### config.mk
export PLATFORM = sky130hd
export DESIGN_NAME = dram_refresh_sched_flat
export DESIGN_NICKNAME = d
export VERILOG_FILES = /design/src/rtl/dram_refresh_sched_if.sv /design/src/rtl/dram_refresh_sched.sv /design/src/flat_wrapper.sv
export SDC_FILE = /design/constraint.sdc
export NUM_CORES = 1
export LEC_CHECK = 0
export CAP_MARGIN = 10
export CELL_PAD_IN_SITES_DETAIL_PLACEMENT = 1
export CELL_PAD_IN_SITES_GLOBAL_PLACEMENT = 1
export CORE_ASPECT_RATIO = 1.25
export CORE_UTILIZATION = 41
export DETAILED_ROUTE_END_ITERATION = 10
export PLACE_DENSITY = 0.76
export SYNTH_ARGS = -nofsm -noshare
export SYNTH_HDL_FRONTEND = slang
export SYNTH_SLANG_ARGS = --single-unit
export TNS_END_PERCENT = 20
### constraint.sdc
create_clock -name clk -period 3.3 [get_ports clk]
set_input_delay 0.66 -clock clk [delete_from_list [all_inputs] [get_ports clk]]
set_output_delay 0.66 -clock clk [all_outputs]
set_load 0.05 [all_outputs]
### src/rtl/dram_refresh_sched_if.sv
// Signal bundle between the DRAM command sequencer (master) and the refresh scheduler (slave).
// fsm_state is a debug view of the scheduler state: 0 DISABLED, 1 READY, 2 PRECHARGING_ALL, 3 REFRESHING.
interface dram_refresh_sched_if;
    logic       init_done;
    logic       bank_idle;
    logic       ref_ack;
    logic       pre_ack;
    logic       ref_req;
    logic       ref_urgent;
    logic       pre_all_req;
    logic       ref_busy;
    logic [3:0] pending_cnt;
    logic       ref_err;
    logic [1:0] fsm_state;

    // Handshake: ref_ack/pre_ack are single-cycle pulses from the sequencer. An ack takes effect on the
    // rising edge where its request is high (ref_ack also needs bank_idle); an ack without one is dropped.
    modport master (
        output init_done, bank_idle, ref_ack, pre_ack,
        input  ref_req, ref_urgent, pre_all_req, ref_busy, pending_cnt, ref_err, fsm_state
    );

    modport slave (
        input  init_done, bank_idle, ref_ack, pre_ack,
        output ref_req, ref_urgent, pre_all_req, ref_busy, pending_cnt, ref_err, fsm_state
    );
endinterface

### src/rtl/dram_refresh_sched.sv
// DRAM refresh scheduler: tracks owed refreshes per tREFI, escalates to urgent/precharge-all,
// and blocks commands during tRFC and tRP windows.
module dram_refresh_sched #(
    parameter int TREFI        = 250,
    parameter int TRFC         = 172,
    parameter int TRP          = 10,
    parameter int MAX_POSTPONE = 8
) (
    input logic                  clk,
    input logic                  rst,
    dram_refresh_sched_if.slave  bus
);
    localparam int IW = $clog2(TREFI + 1);
    localparam int WW = $clog2(((TRFC > TRP) ? TRFC : TRP) + 1);
    localparam logic [IW-1:0] IVL_LAST  = IW'(TREFI - 1);
    localparam logic [WW-1:0] RFC_LOAD  = WW'(TRFC - 1);
    localparam logic [WW-1:0] RP_LOAD   = WW'(TRP - 1);
    localparam logic [3:0]    URG_LVL   = 4'(MAX_POSTPONE);
    localparam logic [3:0]    PEND_MAX  = 4'(MAX_POSTPONE + 1);

    typedef enum logic [1:0] {
        DISABLED        = 2'd0,
        READY           = 2'd1,
        PRECHARGING_ALL = 2'd2,
        REFRESHING      = 2'd3
    } state_t;

    state_t        state, state_next;
    logic [IW-1:0] ivl_cnt, ivl_next;
    logic [WW-1:0] wait_cnt, wait_next;
    logic [3:0]    pend, pend_next;
    logic          err, err_next;
    logic          tick, ref_ok, pre_ok;

    assign tick            = (state != DISABLED) && (ivl_cnt == IVL_LAST);
    assign bus.ref_req     = (state == READY) && (pend != 4'd0);
    assign bus.ref_urgent  = (pend >= URG_LVL);
    assign bus.pre_all_req = (state == READY) && bus.ref_urgent && !bus.bank_idle;
    assign bus.ref_busy    = (state == REFRESHING) || (state == PRECHARGING_ALL);
    assign bus.pending_cnt = pend;
    assign bus.ref_err     = err;
    assign bus.fsm_state   = state;

    // Refresh wins a same-cycle collision; in practice the two are exclusive through bank_idle.
    assign ref_ok = bus.ref_req && bus.bank_idle && bus.ref_ack;
    assign pre_ok = bus.pre_all_req && bus.pre_ack && !ref_ok;

    always_comb begin
        state_next = state;
        ivl_next   = ivl_cnt;
        wait_next  = wait_cnt;
        pend_next  = pend;
        err_next   = err;
        if (!bus.init_done) begin
            state_next = DISABLED;
            ivl_next   = '0;
            wait_next  = '0;
            pend_next  = '0;
            err_next   = 1'b0;
        end else if (state == DISABLED) begin
            state_next = READY;
        end else begin
            ivl_next = tick ? '0 : ivl_cnt + 1'b1;
            if (tick && (pend == PEND_MAX))
                err_next = 1'b1;
            if (tick && !ref_ok && (pend != PEND_MAX))
                pend_next = pend + 4'd1;
            else if (ref_ok && !tick)
                pend_next = pend - 4'd1;
            case (state)
                READY: begin
                    if (ref_ok) begin
                        state_next = REFRESHING;
                        wait_next  = RFC_LOAD;
                    end else if (pre_ok) begin
                        state_next = PRECHARGING_ALL;
                        wait_next  = RP_LOAD;
                    end
                end
                REFRESHING, PRECHARGING_ALL: begin
                    if (wait_cnt == '0)
                        state_next = READY;
                    else
                        wait_next = wait_cnt - 1'b1;
                end
                default: state_next = DISABLED;
            endcase
        end
    end

    always_ff @(posedge clk) begin
        if (rst) begin
            state    <= DISABLED;
            ivl_cnt  <= '0;
            wait_cnt <= '0;
            pend     <= '0;
            err      <= 1'b0;
        end else begin
            state    <= state_next;
            ivl_cnt  <= ivl_next;
            wait_cnt <= wait_next;
            pend     <= pend_next;
            err      <= err_next;
        end
    end
endmodule

### src/flat_wrapper.sv
// flat-port wrapper written by rule: the top's interface ports become plain ports
module dram_refresh_sched_flat 
#(
    parameter int TREFI        = 250,
    parameter int TRFC         = 172,
    parameter int TRP          = 10,
    parameter int MAX_POSTPONE = 8
)
  (clk, rst, bus_init_done, bus_bank_idle, bus_ref_ack, bus_pre_ack, bus_ref_req, bus_ref_urgent, bus_pre_all_req, bus_ref_busy, bus_pending_cnt, bus_ref_err, bus_fsm_state);
  dram_refresh_sched_if bus_i ();
  input logic clk;
  input logic rst;
  input wire logic [$bits(bus_i.init_done)-1:0] bus_init_done;
  input wire logic [$bits(bus_i.bank_idle)-1:0] bus_bank_idle;
  input wire logic [$bits(bus_i.ref_ack)-1:0] bus_ref_ack;
  input wire logic [$bits(bus_i.pre_ack)-1:0] bus_pre_ack;
  output wire logic [$bits(bus_i.ref_req)-1:0] bus_ref_req;
  output wire logic [$bits(bus_i.ref_urgent)-1:0] bus_ref_urgent;
  output wire logic [$bits(bus_i.pre_all_req)-1:0] bus_pre_all_req;
  output wire logic [$bits(bus_i.ref_busy)-1:0] bus_ref_busy;
  output wire logic [$bits(bus_i.pending_cnt)-1:0] bus_pending_cnt;
  output wire logic [$bits(bus_i.ref_err)-1:0] bus_ref_err;
  output wire logic [$bits(bus_i.fsm_state)-1:0] bus_fsm_state;
  assign bus_i.init_done = bus_init_done;
  assign bus_i.bank_idle = bus_bank_idle;
  assign bus_i.ref_ack = bus_ref_ack;
  assign bus_i.pre_ack = bus_pre_ack;
  assign bus_ref_req = bus_i.ref_req;
  assign bus_ref_urgent = bus_i.ref_urgent;
  assign bus_pre_all_req = bus_i.pre_all_req;
  assign bus_ref_busy = bus_i.ref_busy;
  assign bus_pending_cnt = bus_i.pending_cnt;
  assign bus_ref_err = bus_i.ref_err;
  assign bus_fsm_state = bus_i.fsm_state;
  dram_refresh_sched #(.TREFI(TREFI), .TRFC(TRFC), .TRP(TRP), .MAX_POSTPONE(MAX_POSTPONE)) u_core (.clk(clk), .rst(rst), .bus(bus_i));
endmodule
; Word level (Yosys, flattened, before mapping)
; Index checks and enable logic that the tools add are counted.
[totals]
regBits = 23
word_cells = 66
[classes]
n_addsub = 4
magnitude_cmp = 1
n_eq_ne = 11
muxes = 12
bitwise_logic = 2
n_reduce_logical = 30
[ops]
columns = op, n
row1 = two-way mux 8 bit, 4
row2 = case mux 8 bit (2 select lines), 1
row3 = logical AND 1 bit, 12
row4 = adder 8 x 1 -> 8 bit (second input constant), 1
row5 = == test 8 bit (second input constant), 1
row6 = zero test 8 bit, 1
row7 = two-way mux 4 bit, 2
row8 = AND reduction 2 bit, 4
row9 = subtractor 8 x 1 -> 8 bit (second input constant), 1
row10 = two-way mux 2 bit, 3
row11 = != test 3 x 1 -> 1 bit (second input constant), 2
row12 = nonzero test 2 bit, 3
row13 = adder 4 x 1 -> 4 bit (second input constant), 1
row14 = == test 2 bit (second input constant), 2
row15 = == test 4 bit (second input constant), 1
row16 = >= comparator 4 bit (second input constant), 1
row17 = != test 4 x 2 -> 1 bit (second input constant), 1
row18 = != test 4 bit (second input constant), 1
row19 = case mux 2 bit (2 select lines), 1
row20 = AND reduction 4 bit, 1
row21 = nonzero test 4 bit, 1
row22 = OR reduction 2 bit, 2
row23 = subtractor 4 x 1 -> 4 bit (second input constant), 1
row24 = zero test 1 bit, 3
row25 = other kinds (8), 9

; Longest topological paths before layout
[logic_depth]
word_depth = 10
depth_mapped = 12
ltp_nobuf = 11

; Worst setup path before layout
; No wires, ideal clock.
[synth_timing]
path_kind = register -> register
start = register u_core.pend[0] (netlist: u_core.bus.pending_cnt[0])
end = register u_core.pend[3] (netlist: u_core.bus.pending_cnt[3])
setup_ns = 0.078
arrival_ns = 2.547
required_ns = 3.222
setup_slack_ns = 0.675
path_stages_with_launch = 10
path_buffers = 0
cell_sequence = dfxtp_1 -> nor4_4 -> o211ai_1 -> or2_2 -> ha_1 -> a21o_1 -> a21oi_1 -> and3_2 -> nor3_1 -> nor3_1
[synth_between]
elab_chain_len = 9
[synth_rtl]
columns = element, line_no
row1 = from (decl), dram_refresh_sched.sv:31  ; logic [3:0] pend, pend_next;
row2 = from (signal assigned), dram_refresh_sched.sv:102  ; pend <= pend_next;
row3 = nonzero test 4 bit, dram_refresh_sched.sv:36  ; assign bus.ref_req = (state == READY) && (pend != 4'd0);
row4 = logical AND 1 bit, dram_refresh_sched.sv:36
row5 = logical AND 1 bit (2 in a row), dram_refresh_sched.sv:45  ; assign ref_ok = bus.ref_req && bus.bank_idle && bus.ref_ack;
row6 = zero test 1 bit, dram_refresh_sched.sv:66  ; if (tick && !ref_ok && (pend != PEND_MAX))
row7 = logical AND 1 bit (2 in a row), dram_refresh_sched.sv:66
row8 = nonzero test 2 bit (no line), --
row9 = AND reduction 2 bit (no line), --
; Parallel ways exist; a longest one is shown, timed or not. The select of a mux whose other input is x is not followed.
; A chain may end at the register's enable or synchronous reset.

; Worst setup path in the final report
[layout_timing]
start = input bus_bank_idle
end = output bus_pre_all_req
[layout_between]
elab_chain_len = 2
[layout_rtl]
columns = element, line_no
row1 = from (decl), flat_wrapper.sv:14  ; input wire logic [$bits(bus_i.bank_idle)-1:0] bus_bank_idle;
row2 = zero test 1 bit, dram_refresh_sched.sv:38  ; assign bus.pre_all_req = (state == READY) && bus.ref_urgent && !bus.bank_idle;
row3 = logical AND 1 bit, dram_refresh_sched.sv:38
row4 = to (decl), flat_wrapper.sv:19  ; output wire logic [$bits(bus_i.pre_all_req)-1:0] bus_pre_all_req;
; No other way between the ends.

==> summary.md <==
| Metric | Value |
|---|---|
| Run status | complete, no violations |
| Family with the most delay on the worst path | buffers and inverters |
| Tcrit/Tclk final | 87.7% |
| Seq pwr share | 63.6% |
| Hold-fix buffer count after cts | 0 |
| Worst slew pin tran | 553 ps |
| Ant diodes | 0 |
| Port bufs | 16 |
| # IOs | 17 |
| Post-layout util | 49.9% |
| Clock latency on the worst-skew pair | about 320 ps |
| Initial antenna violation count | 0 |
| Crit Path Max Fanout | 2 |
| Die height | 64.6 um |
| CP cell instances | clkdlybuf4s50_1 > and4bb_2 > clkdlybuf4s50_1 |
| Buf+Inv Stages, Crit Path | 2 |
| H-tree Lvls | 1 |
| Most frequent cells in the layout | dfxtp_1, nor2_1, clkdlybuf4s50_1 |
| Synth Area per Inst | 8.93 um2 |
| Crit-path slowest cell | clkdlybuf4s50_1 |
| Sink Count | 23 |
| Fin nets | 172 |
| Net Switching | 106 uW |
| DR pass1 iterations | 4 |
| Maximum number of pins on one net before global-route repair | 14 |
| Crit-path max cell delay | 810 ps |
| Tot GR Track Use | 20.4% |
| Slew HR | 63.1% |
| Req. time, crit path | 2640 ps |
| Register area share after synthesis | 35.8% |
| Initial detailed-routing violation count | 23 |
| Cts repair resizes | 0 |
| Synth-to-Final Area Change | 15.3% |
| Max-slew violations | 0 |
| Post-Syn Instances | 144 |
| Setup TNS | 0 ps |
| First-pass GRT wire length | between 5 and 6 mm |
| Total wire length | 2.87 mm |
| Detail Placement HPWL | about 2.3 mm |
| Worst Setup End Kind | output port |
| WL/cell | 14.8 um |
| Vias in the first global route | roughly 1200 |
| TritonCTS clock tree | built |
| Clk_skew | approximately 6 ps |
| Worst Hold Class | reg -> reg |
| Clock slew seen by the registers of the worst setup and hold paths | 130 ps |
| Core area | 0.00297 mm2 |
| Synth Net Count | 157 |
| Worst slack, placed | about 260 ps |
| Via density | about 5.5 |
| Layout cells sized above 1 | 12.0% |
| Largest area contributor in the netlist | dfxtp_1 |
| Initial Utilization | between 40% and 50% |
| Storage cell area | between 400 and 500 um2 |
| Max-cap violations | 0 |
| Comb pwr share | 5.9% |
| Clk pwr share | 30.6% |
| RSZ-0062 raised after global routing | false |
| PD cells | ~300 mW/mm2 |
| FP Rows | 22 |
| Synth cell types | 46 |
| Arrival @ worst endpoint | roughly 2200 ps |
| Bufs on Longest Clock Path | 2 |
| Internal power | approximately 340 uW |
| Grt total ovfl | 0 |
| R2r setup slk | 710 ps |
| WHS | 513 ps |
| Number of remaining DRC errors | 0 |
| RD Place Congestion | 0.769 |
| Worst Slack Setup Final | 405 ps |
| Die width | 52.1 um |
| CTS Buf Count | 3 |
| Area of the multi-input gates | 771 um2 |
| Synth Cell Area | approximately 0.0013 mm2 |
| Crit-path most repeated cell | clkdlybuf4s50_1 |
| Max Clk Rate | 0.345 GHz |
| Tmin final | 2890 ps |
| Top post-synthesis cells by area | dfxtp_1, ha_1, nor2_1, xnor2_1, a21oi_1 |
| WS Path Type | in -> out |
| Synth Register Bits | 23 |
| Die Area | 0.00337 mm2 |
| Most common cell after layout, fill and taps aside | dfxtp_1 |
| Sw frac | 24.1% |
| # Post-CTS Setup Buffers | 0 |
| Lkg Pwr | ~0.53 nW |
| CP startpoint kind | primary input |
| Yosys top cell area share | between 30% and 40% |
| Vias | 1073 |
| Yosys warns | 0 |
| Total power | between 400 and 500 uW |
| Clock root buffer master | clkbuf_4 |
| Hold Vio Cnt, Final | 0 |
| Antenna Violating Nets Remaining | 0 |
| Final setup viols | 0 |
| Fillers | 358 |
| Worst vdd ir | 0.152 mV |
==> final cells by class <==
| type | instances | share of cell area (%) |
|---|---|---|
| Tap cell | 36 | 3.04 |
| Sequential cell | 23 | 31.1 |
| Multi-Input combinational cell | 110 | 52.0 |
| Clock inverter | 1 | 0.338 |
| Timing Repair Buffer | 16 | 10.8 |
| Inverter | 5 | 1.27 |
| Clock buffer | 3 | 1.52 |
==> sequential cells by signal, summed over array words and instances (netlist names) <==
signal	count
u_core.bus.fsm_state	2
u_core.bus.pending_cnt	4
u_core.wait_cnt	8
u_core.bus.ref_err	1
u_core.ivl_cnt	8
==> per-layer routing <==
metal	wire length, um	part of all wire, %	up-vias	track usage, %
met5	0	0	-	0
met4	36	1.3	0	8.78
met3	39	1.4	4	2.58
met2	1540	54	8	36.1
met1	1250	44	527	23.7
li1	-	-	534	-
==> through the flow <==
stage               instances  instance area [um2]
floorplan                 144                 1290
global placement          190                 1460
global route              194                 1480
CTS                       194                 1480
detailed placement        190                 1460
finish                    194                 1480
==> worst register-to-register path, cell delays in order, from the launching register on <==
cell and delay (ps):
dfxtp_1 420, ha_1 170, nand2_1 50, or3_1 450
or2_2 390, ha_1 280, a21o_1 170, a21oi_1 180
and3_2 210, nor3_1 50, nor3_1 160
==> path summary, 6_finish.rpt <==
check        depth (start not counted)                   endpoint               from
max                                  3            bus_pre_all_req      bus_bank_idle
min                                  2          u_core.ivl_cnt[7]  u_core.ivl_cnt[7]
max reg2reg                         10  u_core.bus.pending_cnt[3]  u_core.ivl_cnt[0]
min reg2reg                          2          u_core.ivl_cnt[7]  u_core.ivl_cnt[7]
==> logic make-up after synthesis <==
kind of cell | synth area share (%)
multiplexers | 1.75
adder cells (fa/ha/maj) | 7.39
XOR/XNOR | 7.49
flip-flops | 35.8
buffers and inverters | 4.28
AO/OA/AOI/OAI | 17.6
AND/OR/NAND/NOR | 25.7
==> power by group through the flow <==
stage	Combinational (mW)	Sequential (mW)	Clock, mW
after floorplan	0.0132	0.289	0
after global placement	0.0254	0.287	0
after detailed placement	0.0263	0.287	0
after CTS	0.0264	0.281	0.143
after global routing	0.0286	0.282	0.157
final	0.0259	0.281	0.135
==> cells in the mapped netlist (all sizes together) <==
cell	count
fa	1
nor4	3
or2b	1
mux2i	1
o211ai	1
a211oi	4
nor2b	1
nand4	3
a2bb2oi	1
nor2	19
nand3b	2
and2	3
nor3	3
and3	2
buf	4
a21boi	1
inv	5
o21ai	8
dfxtp	23
nand2	11
ha	6
or2	3
a31o	1
nand4bb	1
o31a	1
o21a	1
a21oi	11
o31ai	1
nand3	2
o211a	1
clkbuf	2
xor2	4
a21o	1
and4bb	1
or3	3
nand4b	1
xnor2	7
Power figures use the tool's default switching activity.
